[src/rtl/fetch_unit.sv]
// Instruction fetch stage: PC sequencing, in-order imem requests with credit
// control, response FIFO toward decode, and redirect flushing of stale fetches.
module fetch_unit #(
  parameter logic [31:0] RESET_PC = 32'h0000_0000,
  parameter int          DEPTH    = 4
) (
  input  logic        clk,
  input  logic        rst_n,
  output logic        imem_req_valid,
  input  logic        imem_req_ready,
  output logic [31:0] imem_req_addr,
  input  logic        imem_rsp_valid,
  input  logic [31:0] imem_rsp_data,
  input  logic        redirect_valid,
  input  logic [31:0] redirect_pc,
  output logic        instr_valid,
  input  logic        instr_ready,
  output logic [31:0] instr,
  output logic [31:0] instr_pc,
  output logic [31:0] instr_pc_plus4
);

  // state | meaning
  // IDLE  | first cycle after reset, no requests
  // FETCH | normal streaming, every response is kept
  // FLUSH | discarding drop_cnt responses from before a redirect
  typedef enum logic [1:0] {IDLE, FETCH, FLUSH} state_t;

  localparam int PW = $clog2(DEPTH);
  localparam int CW = PW + 1;
  localparam logic [CW-1:0] DEPTH_C = CW'(DEPTH);
  localparam logic [CW:0]   DEPTH_W = (CW+1)'(DEPTH);

  state_t state, state_nx;

  logic [31:0]   req_pc, rsp_pc, redirect_tgt;
  logic [CW-1:0] outstanding, drop_cnt, drop_cnt_nx, drop_after, fifo_count;
  logic [CW:0]   credit_used;
  logic [PW-1:0] rd_ptr, wr_ptr;
  logic [31:0]   fifo_data [DEPTH];
  logic [31:0]   fifo_pc   [DEPTH];
  logic          req_fire, push, pop, fifo_empty, fifo_full, credit_ok;

  assign redirect_tgt = redirect_pc & ~32'h3;
  assign credit_used  = {1'b0, outstanding} + {1'b0, fifo_count};
  assign credit_ok    = credit_used < DEPTH_W;
  assign fifo_empty   = (fifo_count == '0);
  assign fifo_full    = (fifo_count == DEPTH_C);

  assign imem_req_valid = rst_n & (state != IDLE) & ~redirect_valid & credit_ok;
  assign imem_req_addr  = req_pc;
  assign req_fire       = imem_req_valid & imem_req_ready;

  // Response arriving in the redirect cycle belongs to the old stream.
  assign drop_after = outstanding - CW'(imem_rsp_valid);
  assign push       = imem_rsp_valid & ~redirect_valid & (drop_cnt == '0);

  assign instr_valid    = rst_n & ~fifo_empty;
  assign pop            = instr_valid & instr_ready;
  assign instr          = fifo_data[rd_ptr];
  assign instr_pc       = fifo_pc[rd_ptr];
  assign instr_pc_plus4 = fifo_pc[rd_ptr] + 32'd4;

  always_comb begin
    drop_cnt_nx = drop_cnt;
    if (redirect_valid)
      drop_cnt_nx = drop_after;
    else if (imem_rsp_valid && drop_cnt != '0)
      drop_cnt_nx = drop_cnt - 1'b1;
  end

  always_comb begin
    state_nx = state;
    case (state)
      IDLE:        state_nx = FETCH;
      FETCH,
      FLUSH:       state_nx = (drop_cnt_nx != '0) ? FLUSH : FETCH;
      default:     state_nx = IDLE;
    endcase
  end

  always_ff @(posedge clk) begin
    if (!rst_n) begin
      state       <= IDLE;
      req_pc      <= RESET_PC;
      rsp_pc      <= RESET_PC;
      outstanding <= '0;
      drop_cnt    <= '0;
    end else begin
      state       <= state_nx;
      drop_cnt    <= drop_cnt_nx;
      outstanding <= outstanding + CW'(req_fire) - CW'(imem_rsp_valid);
      if (redirect_valid) begin
        req_pc <= redirect_tgt;
        rsp_pc <= redirect_tgt;
      end else begin
        if (req_fire) req_pc <= req_pc + 32'd4;
        if (push)     rsp_pc <= rsp_pc + 32'd4;
      end
    end
  end

  always_ff @(posedge clk) begin
    if (!rst_n) begin
      rd_ptr     <= '0;
      wr_ptr     <= '0;
      fifo_count <= '0;
    end else if (redirect_valid) begin
      rd_ptr     <= '0;
      wr_ptr     <= '0;
      fifo_count <= '0;
    end else begin
      if (push) wr_ptr <= wr_ptr + PW'(1);
      if (pop)  rd_ptr <= rd_ptr + PW'(1);
      fifo_count <= fifo_count + CW'(push) - CW'(pop);
    end
  end

  always_ff @(posedge clk) begin
    if (push) begin
      fifo_data[wr_ptr] <= imem_rsp_data;
      fifo_pc[wr_ptr]   <= rsp_pc;
    end
  end

  a_no_overflow: assert property (@(posedge clk) disable iff (!rst_n)
    !(push && fifo_full && !pop));
  a_credit: assert property (@(posedge clk) disable iff (!rst_n)
    (outstanding <= DEPTH_C) && (drop_cnt <= outstanding));

endmodule
[config.mk]
export PLATFORM = sky130hd
export DESIGN_NAME = fetch_unit
export DESIGN_NICKNAME = d
export VERILOG_FILES = /design/src/rtl/fetch_unit.sv
export SDC_FILE = /design/constraint.sdc
export NUM_CORES = 1
export LEC_CHECK = 0
export BUFFER_PORTS_ARGS = -buffer_cell sky130_fd_sc_hd__buf_2
export CORE_UTILIZATION = 60
export CTS_CLUSTER_DIAMETER = 150
export CTS_CLUSTER_SIZE = 16
export DETAILED_ROUTE_END_ITERATION = 8
export HOLD_SLACK_MARGIN = 0.02
export PLACE_DENSITY_LB_ADDON = 0.08
export RECOVER_POWER = 50
export SYNTH_ARGS = -nofsm -noshare
export SYNTH_HDL_FRONTEND = slang
export SYNTH_SLANG_ARGS = --single-unit
[constraint.sdc]
create_clock -name clk -period 6.4 [get_ports clk]
set_clock_uncertainty 0.05 [all_clocks]
set_input_delay 1.28 -clock clk [delete_from_list [all_inputs] [get_ports clk]]
set_output_delay 1.28 -clock clk [all_outputs]
set_load 0.05 [all_outputs]
==> results.cfg <==
[power]
clkPwrFrac = 0.319
intPower_mw = 3.27
power_density_mw_per_mm2 = 287
vdd_ir_drop_max_v = 0.000226
p_leak_nw = 5.25
swShare = 0.268
seqPwrFrac = 0.543
pwr-share-comb = 0.138
power_switching_mw = 1.20

[clock_tree]
cts_buffers = 24
cts.sinks = 325
path_clk_slew_ns = 0.08
clock_latency_ns = 0.53
holdBufCountCts = 0
clockRootBuffer = clkbuf_16
htree_levels = 1
cts_max_path_buffers = 3
cts_tree = yes
cts_setup_buffers = 0
cts_resized = 0

[timing]
slew_viol_final = 135
setup_viol = 0
hold_viol_final = 0
fin_crit_sh = 0.782
tns_ns = 0
worst_pin_slew_ns = 2.44
fmax_ghz = 0.200
rsz0062_at_grt = no
hold_ws_ns = 0.438
min_period_ns = 5.01
slew_headroom = -0.628

[logic_synthesis]
yosysWarnings = 0
synth_edf_count = 248
synth_area_per_cell_sq_um = 14.7
postSynthCellCount = 936
seq_area_frac_synth = 0.652
async_reset_ff_frac = 0
ys_types = 63
yosys_register_bits = 325
ys.flop_type = edfxtp_1
syn_area_sq_mm = 0.0138

[route]
drt_iter0_drc = 675
wirelength_microns = 27800
drc = 0
route.vias.total = 8518
wl_per_cell_microns = 19.5
ant_nets = 0
dr.pass1.iters = 7
via_per_inst = 5.97

[critical_path]
path_cells = clkbuf_1, clkbuf_1, nor2_1, and2_0, buf_4
critPathArrivalTime_ns = 5.12
max_stage_delay_ns = 1.84
r2r_slack_ns = 2.25
r2r_start = drop_cnt[0]$_SDFF_PN0_
crit_slowest_cell = and2_0
r2r_cells = 6
critPathLaunchType = primary input
crit_buf_inv = 3
rr_endpoint = fifo_data[3][19]$_DFFE_PP_
cp-end-kind = register
cp_common_cell = clkbuf_1
critPathKind = in2reg
cp_max_fo = 39
critical-path-top-delay-family = simple AND/OR/NAND/NOR gates
required_ns = 6.51
startpoint = redirect_valid

[status]
status = finished with violations
violations = capacitance limit, slew limit

[hold_path]
hold_depth = 2
hold_class = reg2reg
whs_endpoint = imem_req_addr[15]$_SDFFE_PN0P_
worstHoldStart = imem_req_addr[15]$_SDFFE_PN0P_

[floorplan]
rows = 55
fp.dieArea_sq_mm = 0.0236
fp.dieW_microns = 154
ios = 200
core_area_sq_mm = 0.0226
die_h_microns = 154
initial_utilization = 0.611

[grt]
antenna_found_initial = 0
grt_pass1_vias = 8246
grt_pass1_wl_microns = 44300
gr-total-overflow = 0
grt_usage = 0.239
grt_max_degree = 42

[final_layout]
n_fill_cell = 1636
syn_to_final_growth_pct = 13.0
num_antenna_cells = 0
fin_nets = 1215
drive_above_1_share = 0.218

[place]
place_congestion = 0.871
port_buffers = 191
dpl.hpwl_microns = 18200

[job]
maxCapViolCount = 4
## cells in the mapped netlist (2+ instances only)
cell,number,area share
a41oi_1,2,0.0013
xor2_1,19,0.012
nor2_1,49,0.013
mux4_2,61,0.10
nand4_1,13,0.0059
a2bb2oi_1,2,0.0013
and2_1,16,0.0073
clkbuf_1,26,0.0071
nor4_2,2,0.0018
nand2_1,63,0.017
a31oi_1,17,0.0077
inv_2,2,0.00054
inv_1,24,0.0065
mux2i_1,3,0.0022
nor4_1,6,0.0027
nand3_2,4,0.0029
dfxtp_1,77,0.11
and4_1,7,0.0044
o31a_1,2,0.0013
or3_1,4,0.0018
nor4_4,3,0.0046
a21oi_1,49,0.018
nor3_2,3,0.0022
o21ai_0,46,0.017
nor3_1,9,0.0033
nand3b_1,2,0.0011
fa_1,2,0.0029
a211oi_1,4,0.0022
buf_6,2,0.0016
buf_2,8,0.0029
buf_4,7,0.0038
and3_1,15,0.0068
or2_1,2,0.00091
edfxtp_1,248,0.54
nand3_1,37,0.013
a221oi_1,2,0.0013
a32oi_1,3,0.0019
xnor2_1,48,0.030
ha_1,19,0.017
a22oi_1,2,0.0011
nand4b_1,3,0.0019
nand2b_1,2,0.00091
## layout by cell type (no fill, tap or decap), types with 6 or more instances in the layout
master	synthesis	layout
o21ai_0	46	46
buf_4	7	9
dfxtp_1	77	75
buf_2	8	128
nand2_1	63	63
edfxtp_1	248	248
nor4_1	6	6
clkbuf_1	26	84
mux4_2	61	61
a21oi_1	49	49
clkbuf_16	0	25
nand4_1	13	13
a31oi_1	17	17
and3_1	15	15
ha_1	19	19
nand3_1	37	37
and2_1	16	9
conb_1	1	6
and4_1	7	7
and2_0	0	6
nor3_1	9	9
nor2_1	49	49
inv_1	24	24
xnor2_1	48	48
xor2_1	19	19
## per-layer routing
metal / up-vias / wire length (microns) / track usage
li1: 3944 / - / -
met1: 4236 / 12300 / 0.346
met2: 304 / 13400 / 0.390
met3: 34 / 1700 / 0.0285
met4: 0 / 500 / 0.0586
met5: - / 0 / 0
## stage by stage
| step | utilization | total power, mW | std cells | area (sq um) | worst slack, ns |
|---|---|---|---|---|---|
| 4_1_cts | 0.695 | 4.52 | 1427 | 15700 | 1.39 |
| 6_report | 0.691 | 4.47 | 1427 | 15600 | 1.39 |
| 3_5_place_dp | 0.663 | 3.10 | 1383 | 15000 | 1.97 |
| 5_1_grt | 0.691 | 4.64 | 1427 | 15600 | 1.08 |
| 2_1_floorplan | - | 2.93 | 941 | 13800 | 2.21 |
| 3_3_place_gp | 0.663 | 3.09 | 1383 | 15000 | 2.00 |
## final cells by class
type / instances / area, sq um / area share
clock inverters: 1 / 16.3 / 0.00104
clock buffers: 43 / 693 / 0.0445
inverters: 27 / 101 / 0.00650
multi-input cells: 543 / 4470 / 0.287
well taps: 285 / 357 / 0.0229
flip-flops and latches: 325 / 8990 / 0.577
repair buffers: 203 / 956 / 0.0613
## power groups by stage
stage	Clock [mW]	Sequential (mW)	Combinational [mW]
2_1_floorplan	0	2.49	0.439
3_3_place_gp	0	2.47	0.621
3_5_place_dp	0	2.47	0.629
4_1_cts	1.46	2.43	0.631
5_1_grt	1.53	2.44	0.666
6_report	1.43	2.43	0.619
## flip-flops by register name, indices dropped and copies added (netlist names), named ones only
register / cells
drop_cnt: 3
fifo_count: 3
fifo_data: 128
fifo_pc: 120
imem_req_addr: 30
outstanding: 3
rd_ptr: 2
rsp_pc: 30
state: 2
wr_ptr: 2
## worst reg2reg max path: cells and delay by family, from the launching register on
family        cells  cell delay [ns]
fa+ha+maj         1             0.23
buf+inv           2             0.78
flops             1             0.32
simple gates      3             2.38
## logic make-up after synthesis
| group | count (synthesis) | share of synthesized area |
|---|---|---|
| xor gates and xnor gates | 67 | 0.0425 |
| DFF | 325 | 0.652 |
| other | 1 | 0.000272 |
| muxes | 66 | 0.104 |
| AOI/OAI and AO/OA | 132 | 0.0541 |
| and+or+nand+nor | 251 | 0.101 |
| buffers and inverters | 73 | 0.0256 |
| adders and majority gates | 21 | 0.0201 |
## worst max-delay path by stage
stage | to | cells after the start
finish | fifo_data[3][19]$_DFFE_PP_ | 5
detailed placement | instr_pc_plus4[18] | 7
CTS | instr_pc_plus4[18] | 7
global placement | instr_pc_plus4[18] | 7
global route | fifo_data[3][19]$_DFFE_PP_ | 5
floorplan | instr_pc_plus4[28] | 9
Power figures use the tool's default switching activity.
